## config.mk

```make
export PLATFORM = sky130hd
export DESIGN_NAME = uart_tx_fifo
export DESIGN_NICKNAME = d
export VERILOG_FILES = /design/src/rtl/uart_tx_fifo.sv
export SDC_FILE = /design/constraint.sdc
export NUM_CORES = 1
export LEC_CHECK = 0
export BUFFER_PORTS_ARGS = -buffer_cell sky130_fd_sc_hd__clkbuf_2
export CORE_UTILIZATION = 35
export CTS_BUF_LIST = sky130_fd_sc_hd__clkbuf_2
export DETAILED_ROUTE_END_ITERATION = 10
export GPL_TIMING_DRIVEN = 0
export HOLD_SLACK_MARGIN = 0.08
export PLACE_DENSITY_LB_ADDON = 0.3
export SYNTH_ARGS = -nofsm -noshare
export SYNTH_HDL_FRONTEND = slang
export SYNTH_SLANG_ARGS = --single-unit
```

## constraint.sdc

```tcl
create_clock -name clk -period 2.95 [get_ports clk]
set_input_delay 0.295 -clock clk [delete_from_list [all_inputs] [get_ports clk]]
set_output_delay 0.295 -clock clk [all_outputs]
set_load 0.02 [all_outputs]
```

## src/rtl/uart_tx_fifo.sv

```systemverilog
// UART transmitter fed by a small write FIFO; frames are sent back-to-back while data is queued.
// Baud divisor is sampled per frame, parity and stop-bit count are fixed at build time.
//
// state    | meaning
// S_IDLE   | line idle high, waiting for a queued byte
// S_START  | start bit (low)
// S_DATA   | payload bits, LSB first
// S_PARITY | parity bit (only when PARITY_EN)
// S_STOP   | stop bit(s), high
module uart_tx_fifo #(
    parameter int PAYLOAD_BITS = 8,
    parameter int FIFO_DEPTH   = 4,
    parameter int DIV_BITS     = 16,
    parameter int PARITY_EN    = 0,
    parameter int PARITY_ODD   = 0,
    parameter int STOP_BITS    = 1
) (
    input  logic                          clk,
    input  logic                          reset,
    input  logic [DIV_BITS-1:0]           clk_div,
    input  logic                          uart_tx_en,
    input  logic [PAYLOAD_BITS-1:0]       uart_tx_data,
    output logic                          uart_tx_ready,
    output logic                          uart_tx_busy,
    output logic [$clog2(FIFO_DEPTH):0]   fifo_level,
    output logic                          uart_txd
);
    localparam int AW = $clog2(FIFO_DEPTH);
    localparam int LW = AW + 1;

    localparam logic [2:0] S_IDLE   = 3'd0;
    localparam logic [2:0] S_START  = 3'd1;
    localparam logic [2:0] S_DATA   = 3'd2;
    localparam logic [2:0] S_PARITY = 3'd3;
    localparam logic [2:0] S_STOP   = 3'd4;

    logic [PAYLOAD_BITS-1:0] r_mem [FIFO_DEPTH];
    logic [AW-1:0]           r_wr_ptr;
    logic [AW-1:0]           r_rd_ptr;
    logic [LW-1:0]           r_level;
    logic [2:0]              r_state;
    logic [DIV_BITS-1:0]     r_div;
    logic [DIV_BITS-1:0]     r_cnt;
    logic [3:0]              r_bit_idx;
    logic [PAYLOAD_BITS-1:0] r_shift;
    logic [PAYLOAD_BITS-1:0] r_data;
    logic                    r_txd;

    logic w_push;
    logic w_pop;
    logic w_bit_end;
    logic w_last_stop;

    // ready comes from the registered level only, so a same-edge pop never frees a slot
    assign uart_tx_ready = (r_level != LW'(FIFO_DEPTH));
    assign uart_tx_busy  = (r_level != '0) || (r_state != S_IDLE);
    assign fifo_level    = r_level;
    assign uart_txd      = r_txd;

    assign w_push      = uart_tx_en && uart_tx_ready;
    assign w_bit_end   = (r_state != S_IDLE) && (r_cnt == r_div);
    assign w_last_stop = (r_state == S_STOP) && w_bit_end && (r_bit_idx == 4'(STOP_BITS - 1));
    assign w_pop       = (r_level != '0) && ((r_state == S_IDLE) || w_last_stop);

    always_ff @(posedge clk) begin
        if (w_push) r_mem[r_wr_ptr] <= uart_tx_data;
    end

    always_ff @(posedge clk or posedge reset) begin
        if (reset) begin
            r_wr_ptr <= '0;
            r_rd_ptr <= '0;
            r_level  <= '0;
        end else begin
            if (w_push) r_wr_ptr <= r_wr_ptr + 1'b1;
            if (w_pop)  r_rd_ptr <= r_rd_ptr + 1'b1;
            case ({w_push, w_pop})
                2'b10:   r_level <= r_level + 1'b1;
                2'b01:   r_level <= r_level - 1'b1;
                default: ;
            endcase
        end
    end

    always_ff @(posedge clk or posedge reset) begin
        if (reset) begin
            r_state   <= S_IDLE;
            r_div     <= '0;
            r_cnt     <= '0;
            r_bit_idx <= '0;
            r_shift   <= '0;
            r_data    <= '0;
        end else if (w_pop) begin
            // divisor is sampled only here; mid-frame changes wait for the next frame
            r_shift   <= r_mem[r_rd_ptr];
            r_data    <= r_mem[r_rd_ptr];
            r_div     <= clk_div;
            r_cnt     <= '0;
            r_bit_idx <= '0;
            r_state   <= S_START;
        end else if (w_bit_end) begin
            r_cnt <= '0;
            case (r_state)
                S_START: begin
                    r_bit_idx <= '0;
                    r_state   <= S_DATA;
                end
                S_DATA: begin
                    r_shift <= r_shift >> 1;
                    if (r_bit_idx == 4'(PAYLOAD_BITS - 1)) begin
                        r_bit_idx <= '0;
                        r_state   <= (PARITY_EN != 0) ? S_PARITY : S_STOP;
                    end else begin
                        r_bit_idx <= r_bit_idx + 1'b1;
                    end
                end
                S_PARITY: begin
                    r_bit_idx <= '0;
                    r_state   <= S_STOP;
                end
                S_STOP: begin
                    if (w_last_stop) r_state   <= S_IDLE;
                    else             r_bit_idx <= r_bit_idx + 1'b1;
                end
                default: r_state <= S_IDLE;
            endcase
        end else if (r_state != S_IDLE) begin
            r_cnt <= r_cnt + 1'b1;
        end
    end

    always_ff @(posedge clk or posedge reset) begin
        if (reset) begin
            r_txd <= 1'b1;
        end else begin
            case (r_state)
                S_START:  r_txd <= 1'b0;
                S_DATA:   r_txd <= r_shift[0];
                S_PARITY: r_txd <= (^r_data) ^ (PARITY_ODD != 0);
                default:  r_txd <= 1'b1;
            endcase
        end
    end
endmodule

```

==> flow_summary.toml <==
[critical_path]
worstSetupStartpointType = "flop"
worst_ep_required_time_ns = 3.50
crit_arrival_ns = 3.38
r2r-end = "fifo_level[2]"
timing_startpoint_of_the_critical_path = "r_state[2]"
worstRegToRegCells = 13
critical_path_class = "flop to flop"
critical_path.reg2reg.startpoint = "r_state[2]"
cp_capture_type = "flop"
worst_path_maximum_fanout = 10
reg2reg_setup_slack_ns = 0.12

[timing]
slew_headroom_pct = 54.88
clock_skew_ns = 0.04098
hold_viol_final = 0
max_freq_mhz = 352.8
timing.final.crit_share_pct = 96.08
setup_tns_ns = 0
drv_slew = 0
worst_slew_pin_slew_ns = 0.6769
rsz0062_at_grt = "false"
report.final.setup_viol = 0
finalWorstPathRequiredPeriod_ns = 2.834

[placement]
hpwl_um = 6105
numPlacedInstances = 546
gp_congestion = 0.8064
io_buffer_count = 32

[flow_run]
cap_viol_max_count = 0

[floorplan]
io_pins = 33
fp.dieW_um = 115.5
initial_cell_density_of_the_core_pct = 35.85
design.die.area_um2 = 13330
die-height_um = 115.5
rows = 41
core-area_um2 = 12570

[yosys]
ys_seq_area_share_pct = 56.35
netlist_area_um2 = 4506
synth-edff-count = 32
synth_cell_type_count = 56
synth_async_sr_flop_share_pct = 66.32
synthFlopType = "dfrtp_1"
synth.yosys.warnings = 0
netlist_instances = 341
ys_ff_latch = 95
avgSynthCellArea_um2 = 13.21
syn_nets = 377

[routing]
drt_iter0_markers = 133
via_per_inst = 4.813
remaining_design_rule_violation_count = 0
drt.antenna.violating_nets = 0
finalWirelength_um = 8730
drt-pass1-iter-count = 4
via_count_of_the_routed_design = 2854
route.detailed.wl_per_inst_um = 14.72

[finish]
signed_area_change_from_the_synthesized_netlist_to_the_final_layout_pct = 17.86
num-nets-final = 451
layout.cells.most_common_list = "dfrtp_1 (61), clkbuf_2 (41), edfxtp_1 (32)"
drive_gt1_share_pct = 25.00
instances_no_fill = 593
layout.filler_cells = 1184
most_common_cell_after_layout_fill_and_taps_aside = "dfrtp_1"

[clocking]
tritoncts = "yes"
cts.reportedPaths.clkPinSlew_ns = 0.30
cts.root.buffer_cell = "clkbuf_2"
clock_path_buffers = 2
cts_max_level = 3
clock-sinks = 95
clkLatencyLatePin_ns = 0.61
cts_inserted_buffers = 9

[global_route]
first_global_vias = 2792
maximum_number_of_pins_on_one_net_before_global_route_repair = 38
global_route.usage.total_pct = 14.40
wire_length_of_the_first_global_routing_pass_um = 14420
antenna_found_initial = 0
grt_overflow = 0

[worst_hold_path]
min_path_type = "primary input to asynchronous set/reset pin"

[power_and_ir_drop]
p_per_area_nw_per_um2 = 826.8
leakage_nw = 2.228
peak_vdd_ir_mv = 0.5175

[run_status]
run_status = "finished, final reports clean"
-- synth_stat cells (3+ instances only) --
| library cell | n | area [µm²] |
|---|---|---|
| a21oi_1 | 6 | 30.03 |
| a2bb2oi_1 | 7 | 61.31 |
| and3_1 | 6 | 37.54 |
| buf_2 | 3 | 15.01 |
| buf_6 | 3 | 33.78 |
| clkbuf_1 | 3 | 11.26 |
| dfrtp_1 | 62 | 1551 |
| edfxtp_1 | 32 | 960.9 |
| ha_1 | 8 | 100.1 |
| inv_1 | 12 | 45.04 |
| mux2_2 | 11 | 123.9 |
| mux2_4 | 15 | 225.2 |
| mux4_2 | 7 | 157.7 |
| nand2_1 | 15 | 56.30 |
| nand3_1 | 9 | 45.04 |
| nand4_1 | 5 | 31.28 |
| nor2_1 | 28 | 105.1 |
| nor3_1 | 4 | 20.02 |
| nor4_1 | 5 | 31.28 |
| o21ai_0 | 6 | 30.03 |
| o21ai_1 | 3 | 15.01 |
| o22ai_1 | 8 | 50.05 |
| o31ai_1 | 3 | 22.52 |
| xnor2_1 | 15 | 131.4 |
| xor2_1 | 28 | 245.2 |
-- worst max-delay path, stage by stage, from the launching register on --
cell	delay, ns
dfrtp_1	0.43
buf_4	0.16
nor3_2	0.34
nor4_1	0.12
nand3_1	0.22
nor2_4	0.10
nor2_8	0.15
buf_6	0.19
inv_1	0.06
ha_1	0.22
fa_1	0.40
xnor2_1	0.18
nor2_1	0.06
xor2_1	0.13
-- layer usage --
metal	part of all wire, %	global-route usage (%)
met1	48	19.84
met3	2.8	2.458
met5	0	0
met4	2.3	7.013
met2	47	22.08
-- final cells by class --
cell class / instances / area [µm²] / share of cell area [%]
buffer: 12 / 78.83 / 1.484
antenna: 1 / 2.502 / 0.04713
clock inverter: 7 / 61.31 / 1.155
tap: 172 / 215.2 / 4.053
sequential: 95 / 2540 / 47.83
inverter: 12 / 45.04 / 0.8483
timing repair buffer: 63 / 470.5 / 8.860
clock buffer: 9 / 45.04 / 0.8483
multi-input combinational: 222 / 1852 / 34.87
-- registers in the layout, summed over array words and instances, names as in the netlist --
signal and count:
r_div 16, r_mem 32, r_rd_ptr 2, fifo_level 3, r_state 3, r_cnt 16, r_wr_ptr 2, r_bit_idx 4
r_shift 8, r_data 8, uart_txd 1
-- power by group --
| part | internal, mW | switching (mW) |
|---|---|---|
| Combinational | 0.866 | 0.807 |
| Clock | 0.132 | 0.495 |
| Sequential | 1.78 | 0.305 |
-- worst max path at each step --
stage | endpoint | slack (ns) | cells after the start
final | fifo_level[2] | 0.12 | 13
after global routing | fifo_level[2] | 0.009 | 14
after CTS | fifo_level[2] | 0.03 | 14
after detailed placement | fifo_level[2] | 0.005 | 14
after global placement | fifo_level[2] | 0.08 | 14
after floorplan | fifo_level[2] | 0.32 | 12
-- through the flow --
stage / worst slack, ns / hold WS, ns / utilization [%] / power (mW) / cell area (µm²)
after floorplan: 0.3225 / 0.3939 / - / 3.337 / 4506
after global placement: 0.08051 / 0.5035 / 38.84 / 3.705 / 4881
after detailed placement: 0.004923 / 0.3946 / 38.99 / 3.763 / 4901
after CTS: 0.02906 / 0.2575 / 41.97 / 4.407 / 5275
after global routing: 0.009314 / 0.2596 / 42.23 / 4.690 / 5308
final: 0.1156 / 0.2320 / 42.25 / 4.391 / 5310
-- cells by family after synthesis --
| kind of cell | synth area share, % |
|---|---|
| xor+xnor | 8.359 |
| mux | 11.69 |
| fa+ha+maj | 2.666 |
| flops | 56.35 |
| simple gates | 11.30 |
| buf+inv | 2.749 |
| compound gates | 6.887 |
-- what timing repair did --
item	CTS	global route
hold buffers	26	0
setup buffers	1	3
pin swaps	0	1
resized for setup	0	2
setup endpoints to repair	1	2
hold endpoints to repair	75	0
No activity file was read; power rests on OpenSTA's default activity.
